[src/rtl/fastserial_rx_fifo.sv]
// Receive elastic buffer: turns rising edges of the fast-serial byte-ready strobe into
// FIFO pushes and re-presents the queued bytes as a show-ahead valid/ready stream.
module fastserial_rx_fifo #(
  parameter int DATA_WIDTH = 8,
  parameter int DEPTH_LOG2 = 4
) (
  input  logic                  i_clk,
  input  logic                  i_rst_n,
  input  logic [DATA_WIDTH-1:0] i_rx_data,
  input  logic                  i_rx_ready,
  output logic [DATA_WIDTH-1:0] o_st_data,
  output logic                  o_st_valid,
  input  logic                  i_st_ready,
  output logic [DEPTH_LOG2:0]   o_level,
  output logic                  o_overflow,
  output logic [15:0]           o_drop_count,
  input  logic                  i_clear_overflow
);

  localparam int DEPTH = 1 << DEPTH_LOG2;
  localparam int PTR_W = DEPTH_LOG2 + 1;
  localparam logic [PTR_W-1:0] PTR_ONE = PTR_W'(1);

  logic                  r_rdy_q;
  logic [PTR_W-1:0]      r_wr_ptr;
  logic [PTR_W-1:0]      r_rd_ptr;
  logic [DATA_WIDTH-1:0] r_mem [DEPTH];
  logic                  r_overflow;
  logic [15:0]           r_drop_count;

  logic w_push;
  logic w_pop;
  logic w_empty;
  logic w_full;
  logic w_wr_en;
  logic w_drop;

  function automatic logic [15:0] sat_inc(input logic [15:0] val);
    return (val == 16'hFFFF) ? val : val + 16'd1;
  endfunction

  assign w_push  = i_rx_ready & ~r_rdy_q;
  assign w_empty = (r_wr_ptr == r_rd_ptr);
  assign w_full  = (r_wr_ptr[DEPTH_LOG2-1:0] == r_rd_ptr[DEPTH_LOG2-1:0]) &&
                   (r_wr_ptr[DEPTH_LOG2] != r_rd_ptr[DEPTH_LOG2]);
  assign w_pop   = ~w_empty & i_st_ready;
  // When full, a same-cycle pop frees the very slot the push overwrites.
  assign w_wr_en = w_push & (~w_full | w_pop);
  assign w_drop  = w_push & w_full & ~w_pop;

  always_ff @(posedge i_clk or negedge i_rst_n) begin
    if (!i_rst_n) begin
      r_rdy_q      <= 1'b0;
      r_wr_ptr     <= '0;
      r_rd_ptr     <= '0;
      r_overflow   <= 1'b0;
      r_drop_count <= '0;
    end else begin
      r_rdy_q <= i_rx_ready;
      if (w_wr_en) r_wr_ptr <= r_wr_ptr + PTR_ONE;
      if (w_pop)   r_rd_ptr <= r_rd_ptr + PTR_ONE;
      // A drop in the same cycle as a clear restarts the count at one.
      if (w_drop) begin
        r_overflow   <= 1'b1;
        r_drop_count <= i_clear_overflow ? 16'd1 : sat_inc(r_drop_count);
      end else if (i_clear_overflow) begin
        r_overflow   <= 1'b0;
        r_drop_count <= '0;
      end
    end
  end

  always_ff @(posedge i_clk) begin
    if (w_wr_en) r_mem[r_wr_ptr[DEPTH_LOG2-1:0]] <= i_rx_data;
  end

  assign o_st_data    = r_mem[r_rd_ptr[DEPTH_LOG2-1:0]];
  assign o_st_valid   = ~w_empty;
  assign o_level      = r_wr_ptr - r_rd_ptr;
  assign o_overflow   = r_overflow;
  assign o_drop_count = r_drop_count;

endmodule
[config.mk]
export PLATFORM = sky130hd
export DESIGN_NAME = fastserial_rx_fifo
export DESIGN_NICKNAME = d
export VERILOG_FILES = /design/src/rtl/fastserial_rx_fifo.sv
export SDC_FILE = /design/constraint.sdc
export NUM_CORES = 1
export LEC_CHECK = 0
export CORE_MARGIN = 5
export CORE_UTILIZATION = 60
export DETAILED_ROUTE_END_ITERATION = 6
export GPL_TIMING_DRIVEN = 0
export PLACE_DENSITY_LB_ADDON = 0.3
export SLEW_MARGIN = 30
export SYNTH_ARGS = -nofsm -noshare
export SYNTH_HDL_FRONTEND = slang
export SYNTH_SLANG_ARGS = --single-unit
[constraint.sdc]
create_clock -name i_clk -period 5.9 [get_ports i_clk]
set_input_delay 1.18 -clock i_clk [delete_from_list [all_inputs] [get_ports i_clk]]
set_output_delay 1.18 -clock i_clk [all_outputs]
set_load 0.05 [all_outputs]
After elaboration in Yosys (flattened, before gate mapping). Memory sizes are Yosys's and may differ from the RTL's. Index checks and enable logic that the tools add are counted.

Bits in registers: 28. Latch bits: 0. RAM bits: 128. ROM bits: 0. Input port bits: 13. Output and inout port bits: 31. Logic and storage cells: 36. Memories: 1.

Memories: r_mem (words 16, width 8, rd ports 1, clocked after Yosys merged registers in 0, wr ports 1, RTL line 27) `logic [DATA_WIDTH-1:0] r_mem [DEPTH];`.

Add/subtract/negate cells: 4. $mul: 0. Divide/modulo/power cells: 0. $lt $le $gt $ge: 0. Eq/ne operators: 5. Shifts and indexed selects: 0. Multiplexer cells: 8. Bitwise logic cells: 10. Reduce and logical (&&, ||, !) cells: 3.

Operators with widths (count): 16-bit two-way mux (4); 16-bit by 1-bit adder with 16-bit output (second input constant) (1); 16-bit equality test (second input constant) (1); 5-bit by 1-bit adder with 5-bit output (second input constant) (2); 1-bit AND (5); 5-bit equality test (1); 5-bit subtractor (1); 4-bit equality test (1); 1-bit two-way mux (4); 1-bit inverter (4); 2-bit inequality test (second input constant) (1); 2-bit AND reduction (1); 2-bit nonzero test (1); 1-bit logical AND (1); 1-bit inequality test (1); 1-bit bitwise OR (1).

Longest topological paths before layout. Gate-level depths: netlist (run 1).

Depth in word-level cells: 7. Gate-level depth with buffers: 9.

Least setup slack after synthesis (run 1). OpenSTA, ideal clock, no wires.

Kind: register to output. Start: reg r_rd_ptr[2]. End: out o_level[4]. Arrival: 2.653 ns. Data required time: 4.720 ns. Slack: 2.067 ns. Stages on the path, launching flop included: 8. Path buffers: 2. Path through: dfrtp_1 -> clkbuf_1 -> buf_1 -> clkinv_1 -> ha_1 -> a21o_1 -> a21oi_1 -> xnor2_1.

Word-level cells in the longest chain between the ends: 1.

Ends and longest elaborated chain: start, declared (RTL line 26) `logic [PTR_W-1:0] r_rd_ptr;`; start signal, assigned (RTL line 61) `if (w_pop) r_rd_ptr <= r_rd_ptr + PTR_ONE;`; 5-bit subtractor (RTL line 79) `assign o_level = r_wr_ptr - r_rd_ptr;`; end, declared (RTL line 14) `output logic [DEPTH_LOG2:0] o_level,`.

Every way passes these cells.

Final worst setup path (run 1). Same ends and word-level chain as after synthesis.

==> results of run 1 <==
kinds of logic after synthesis:
| logic type | Yosys count | synth area share (%) |
|---|---|---|
| flip-flops | 156 | 68.6 |
| AND/OR/NAND/NOR | 130 | 10.2 |
| AO/OA/AOI/OAI | 41 | 3.80 |
| multiplexers | 36 | 11.6 |
| buffers and inverters | 32 | 1.91 |
| XOR/XNOR | 13 | 1.72 |
| adder cells (fa/ha/maj) | 11 | 2.19 |
sequential cells by signal (all words and copies together) (netlist names):
name and cells:
o_drop_count 16, o_overflow 1, r_mem 128, r_rd_ptr 5, r_rdy_q 1, r_wr_ptr 5
worst paths after layout:
path                                           endpoint  slack, ns                     from  cells after the start
setup / recovery                             o_level[4]       0.54  r_rd_ptr[2]$_DFFE_PN0P_                      8
hold / removal                  r_wr_ptr[4]$_DFFE_PN0P_       0.53  r_wr_ptr[4]$_DFFE_PN0P_                      1
setup reg to reg                 r_mem[10][1]$_DFFE_PP_       1.46  r_rd_ptr[2]$_DFFE_PN0P_                      8
hold reg to reg                 r_wr_ptr[4]$_DFFE_PN0P_       0.53  r_wr_ptr[4]$_DFFE_PN0P_                      1
max in group asynchronous       r_rd_ptr[0]$_DFFE_PN0P_       4.80                  i_rst_n                      1
min in group asynchronous  o_drop_count[11]$_DFFE_PN0P_       0.67                  i_rst_n                      1
worst max-delay path: stages (launching register included):
cell	delay [ns]
dfrtp_1	0.32
clkbuf_1	0.48
buf_1	0.57
clkinv_1	0.49
ha_1	0.49
a21o_1	0.19
a21oi_1	0.17
xnor2_1	0.13
clkdlybuf4s50_1	0.82
power by group:
| group | switching (mW) | internal (mW) |
|---|---|---|
| registers | 0.0430 | 1.27 |
| clock network | 0.432 | 0.646 |
| logic | 1.01 | 0.586 |
| total | 1.49 | 2.51 |
synth_stat cells, types with 6 or more instances:
cell / n
edfxtp_1: 128
dfrtp_1: 28
and3_1: 12
nor2b_1: 6
nor3_1: 7
clkbuf_1: 10
a21oi_1: 14
inv_1: 11
mux4_2: 32
or4_1: 8
nand3_1: 6
nand4_1: 10
nor2_1: 15
ha_1: 10
a31oi_1: 9
nand2_1: 46
o21ai_0: 6
xnor2_1: 10
o31ai_1: 7
and4_1: 6
final cells by class:
class / count / area share [%]
repair buffers: 43 / 5.43
well taps: 140 / 2.23
multi-input cells: 231 / 25.3
plain buffers: 19 / 0.989
clock buffers: 18 / 5.33
inverters: 13 / 0.622
flip-flops and latches: 156 / 58.0
clock inverters: 14 / 2.17
placed cells by master, fill, tap and decap left out, types with 3 or more instances in the layout:
cell | synthesis | routed
mux4_2 | 32 | 32
o31ai_1 | 7 | 7
nand4_1 | 10 | 10
clkinv_4 | 0 | 4
nor2b_1 | 6 | 6
clkdlybuf4s50_1 | 0 | 42
inv_1 | 11 | 11
and4_1 | 6 | 6
xor2_1 | 3 | 3
nand3_1 | 6 | 6
or4_1 | 8 | 8
clkinv_1 | 2 | 4
clkbuf_1 | 10 | 11
clkbuf_16 | 0 | 16
nor3_2 | 0 | 4
dfrtp_1 | 28 | 28
edfxtp_1 | 128 | 128
nor3_1 | 7 | 3
buf_1 | 4 | 4
nand2_1 | 46 | 46
bufinv_16 | 0 | 3
mux2_2 | 4 | 4
o21ai_0 | 6 | 6
and3_1 | 12 | 12
nor2_1 | 15 | 15
ha_1 | 10 | 10
nand2b_1 | 3 | 3
nor4_1 | 5 | 5
a31oi_1 | 9 | 9
xnor2_1 | 10 | 10
a21oi_1 | 14 | 14
buf_2 | 4 | 5
through the flow:
step	hold WS [ns]	instance area [um^2]	instances	utilization, %
after floorplan	0.498	6620	419	-
after CTS	0.530	7830	634	72.3
after global placement	0.512	7230	602	66.7
after detailed placement	0.521	7240	602	66.8
after global routing	0.544	7840	634	72.3
final	0.530	7840	634	72.3
routing by layer:
metal / global-route usage [%] / wire length [um]
met5: 0 / 0
met1: 30.7 / 5740
met2: 38.9 / 7200
met4: 8.22 / 381
met3: 5.74 / 972
==> impl_metrics.json, run 1 <==
{
  "setup_tns_ns": 0,
  "cts.sinks": 156,
  "synth_edf_count": 128,
  "layout_setup_ws_ns": 0.540,
  "cts_resized": 0,
  "finalCritPeriodShare_pct": 90.9,
  "grt_pass1_vias": 4068,
  "power_leakage_nw": 2.69,
  "root_buffer": "clkbuf_8",
  "io_buffers": 43,
  "max_cap_violations": 0,
  "power.density_nw_per_um2": 509,
  "vias_per_cell": 6.26,
  "min_period_ns": 5.36,
  "worstSetupStartpointType": "register",
  "ys.flop_type": "edfxtp_1",
  "synth_area_leaders": "edfxtp_1 58%, mux4_2 11%, dfrtp_1 11%",
  "drt_iter0_markers": 425,
  "timing_hold_violations_final": 0,
  "clock-skew-final_ns": 0.00846,
  "area_growth_pct": 18.4,
  "ir_drop_mv": 0.637,
  "drive_gt1_share_pct": 15.6,
  "setup.worst_path.end_class": "primary output",
  "slew_headroom_pct": 40.4,
  "dp_slack_ns": 1.13,
  "ios": 44,
  "worst-slew-pin-transition_ns": 0.891,
  "rsz0062_at_grt": "false",
  "cts_buffers": 17,
  "hp-class": "register to register",
  "place_congestion": 0.798,
  "final-setup-viol-count": 0,
  "rows": 38,
  "synth.distinct_cells": 38,
  "maxSlewViolCount": 0,
  "dp_hpwl_um": 9230,
  "critPathKind": "register to primary output",
  "ys_warn_count": 0,
  "diodes": 0,
  "ys_ff_latch": 156,
  "dieHeight_um": 115,
  "multi_input_area_um2": 1980,
  "htreeDepth": 4,
  "wl_per_cell_um": 22.5,
  "overflow": 0,
  "grt_max_degree": 29,
  "required_ns": 4.72,
  "finalNetCount": 505,
  "cts_setup_buffers": 0,
  "synth_top_area_cell": "edfxtp_1",
  "ys_seq_area_share_pct": 68.6,
  "syn_area_per_cell_um2": 15.8,
  "cts_hold_buf": 0,
  "syn-cell-area_um2": 6620,
  "remaining_drc_errors": 0,
  "finalPower_mw": 3.99,
  "num_vias": 3967,
  "synth_top_area_share_pct": 58.0,
  "register_area_um2": 4540,
  "synthCells": 419,
  "arrival_ns": 4.18,
  "antenna_found_initial": 0,
  "core_um2": 10800,
  "async_reset_ff_share_pct": 17.9,
  "path_max_fanout": 10,
  "wirelength_um": 14300,
  "fmax_ghz": 0.187,
  "cts_tree": "built",
  "status": "completed",
  "path_clk_slew_ns": 0.07,
  "clkLatencyLatePin_ns": 0.53,
  "nFillCells": 667,
  "die_w_um": 115,
  "dr.pass1.iters": 5,
  "ant_nets": 0,
  "grt_pass1_wl_um": 22600,
  "cts_buffer_depth": 2,
  "start_util_pct": 61.1,
  "synth_nets": 443,
  "dieArea_um2": 13200,
  "track_usage_pct": 23.5
}
Note: power is estimated with default switching activity, not from simulation.
==> run 2, diff against run 1 <==
CORE_UTILIZATION = 53   (was 60)
GPL_ROUTABILITY_DRIVEN = 0   (was not set)
clock period = 4.5 ns   (was 5.9 ns; I/O delays follow)
==> run 2 against run 1 <==
Clock power grew 31%; die area grew 12%; combinational power grew 29%; global-route usage shrank 3.3 points; via count shrank 2.4%; clock-buffer cell count grew 1; hold slack lost 0.020 ns; non-clock buffer count shrank 1; critical path type unchanged; clock skew grew 0.00072 ns; setup slack lost 0.34 ns; largest cell class unchanged; routed wire length shrank 3.4%; sequential power grew 32%.
==> impl_metrics.json, run 2 (synthesis gave the netlist of run 1 again) <==
{
  "cpPeakStageDelay_ns": 0.76,
  "min_period_ns": 4.30,
  "holdWs_ns": 0.510,
  "diodes": 0,
  "largest_reg_flops": 128,
  "required_ns": 3.60,
  "status": "completed",
  "dieHeight_um": 122,
  "cts_buffers": 17,
  "cts_tree": "built",
  "die_w_um": 122,
  "wirelength_um": 13800,
  "cts_setup_buffers": 0,
  "vias_per_cell": 5.86,
  "cts_buffer_depth": 2,
  "fmax_ghz": 0.233,
  "num_vias": 3873,
  "worstSetupStartpointType": "register",
  "crit_path_top_delay_cell": "clkdlybuf4s50_1",
  "htreeDepth": 4,
  "path_clk_slew_ns": 0.06,
  "p_sw_share_pct": 36.7,
  "clock-skew-final_ns": 0.00917,
  "clkLatencyLatePin_ns": 0.42,
  "setup.worst_path.end_class": "primary output",
  "io_buffers": 43,
  "rr_endpoint": "r_mem[5][2]$_DFFE_PP_",
  "max_cap_violations": 0,
  "ios": 44,
  "critPathKind": "register to primary output",
  "worstReg2RegStart": "r_rd_ptr[2]$_DFFE_PN0P_",
  "wl_per_cell_um": 20.9,
  "reg2regPathDepth": 7,
  "slew_headroom_pct": 34.0,
  "cpLargestDelayFamily": "buffers and inverters",
  "postPlaceCellArea_um2": 7280,
  "dieArea_um2": 14800,
  "dp_hpwl_um": 9020,
  "track_usage_pct": 20.2,
  "power.density_nw_per_um2": 663,
  "design_area_um2": 7870,
  "final_common_cell": "edfxtp_1",
  "critPathMostFrequentCell": "buf_2",
  "worst-slew-pin-transition_ns": 0.974,
  "worstPathCellList": "buf_2, buf_2, buf_2, mux4_2, nand2_1, a31oi_1, clkdlybuf4s50_1",
  "setup_tns_ns": 0,
  "finalNetCount": 504,
  "p_sw_mw": 1.91,
  "rows": 40,
  "p_comb_share_pct": 39.5,
  "clkPwrFrac_pct": 27.1,
  "power_leakage_nw": 2.69,
  "drive_gt1_share_pct": 15.8,
  "ir_drop_mv": 0.367,
  "rsz0062_at_grt": "false",
  "final_cell_mix": "128 x edfxtp_1, 46 x nand2_1, 41 x clkdlybuf4s50_1",
  "nFillCells": 898,
  "core_um2": 12100,
  "start_util_pct": 54.7,
  "path_buf_inv": 4,
  "final_util_pct": 65.0,
  "finalCritPeriodShare_pct": 95.5,
  "ant_nets": 0,
  "timing_hold_violations_final": 0,
  "maxSlewViolCount": 0,
  "rrSetupSlack_ns": 0.66,
  "dr.pass1.iters": 4,
  "root_buffer": "clkbuf_16",
  "hp-class": "primary input to asynchronous set/reset pin",
  "grt_pass1_wl_um": 22000,
  "path_max_fanout": 10,
  "cts.sinks": 156,
  "overflow": 0,
  "antenna_found_initial": 0,
  "pwr-share-seq_pct": 33.4,
  "final-setup-viol-count": 0,
  "drt_iter0_markers": 394,
  "arrival_ns": 3.40,
  "internal_power_mw": 3.30,
  "grt_max_degree": 29,
  "grt_pass1_vias": 3881,
  "area_growth_pct": 18.8,
  "remaining_drc_errors": 0
}
run 2: timing repair:
item	4_1_cts	5_1_grt
gates resized for setup	1	4
endpoints found under the setup margin	4	2
hold buffers	0	0
run 2: power by group through the flow:
| stage | Combinational (mW) | Clock, mW | Sequential, mW |
|---|---|---|---|
| final | 2.06 | 1.41 | 1.74 |
| after CTS | 2.08 | 1.43 | 1.74 |
| after global placement | 2.05 | 0 | 1.75 |
| after global routing | 2.19 | 1.50 | 1.75 |
| after detailed placement | 2.09 | 0 | 1.75 |
| after floorplan | 1.47 | 0 | 1.74 |
run 2: stage by stage:
step | setup slack, ns | instances | total power [mW]
finish | 0.201 | 661 | 5.21
global route | 0.0305 | 661 | 5.44
CTS | 0.0781 | 661 | 5.25
detailed placement | 0.0496 | 630 | 3.84
global placement | -0.236 | 630 | 3.80
floorplan | 0.947 | 419 | 3.21
run 2: how the worst max path moves through the flow:
stage                                        from               endpoint  depth (start not counted)
final                     r_rd_ptr[0]$_DFFE_PN0P_           o_st_data[6]                          7
after global routing      r_rd_ptr[0]$_DFFE_PN0P_           o_st_data[7]                          7
after CTS                 r_rd_ptr[1]$_DFFE_PN0P_             o_level[3]                          7
after detailed placement  r_rd_ptr[2]$_DFFE_PN0P_             o_level[4]                          8
after global placement    r_rd_ptr[2]$_DFFE_PN0P_  r_mem[0][4]$_DFFE_PP_                          8
after floorplan           r_rd_ptr[2]$_DFFE_PN0P_             o_level[4]                          7
run 2: metal layers:
| metal | global-route usage [%] | vias to the layer above | wire length, um |
|---|---|---|---|
| met1 | 28.2 | 1953 | 5990 |
| li1 | - | 1762 | - |
| met2 | 31.4 | 137 | 6720 |
| met5 | 0 | - | 0 |
| met3 | 4.18 | 21 | 818 |
| met4 | 7.98 | 0 | 291 |
run 2: area by class of cell:
cell class	count	area, um^2	area share (%)
flip-flops and latches	156	4540	57.8
multi-input cells	231	1970	25.1
clock buffers	19	433	5.50
repair buffers	43	428	5.44
well taps	168	210	2.67
clock inverters	13	150	1.91
plain buffers	18	76.3	0.970
inverters	13	52.6	0.668
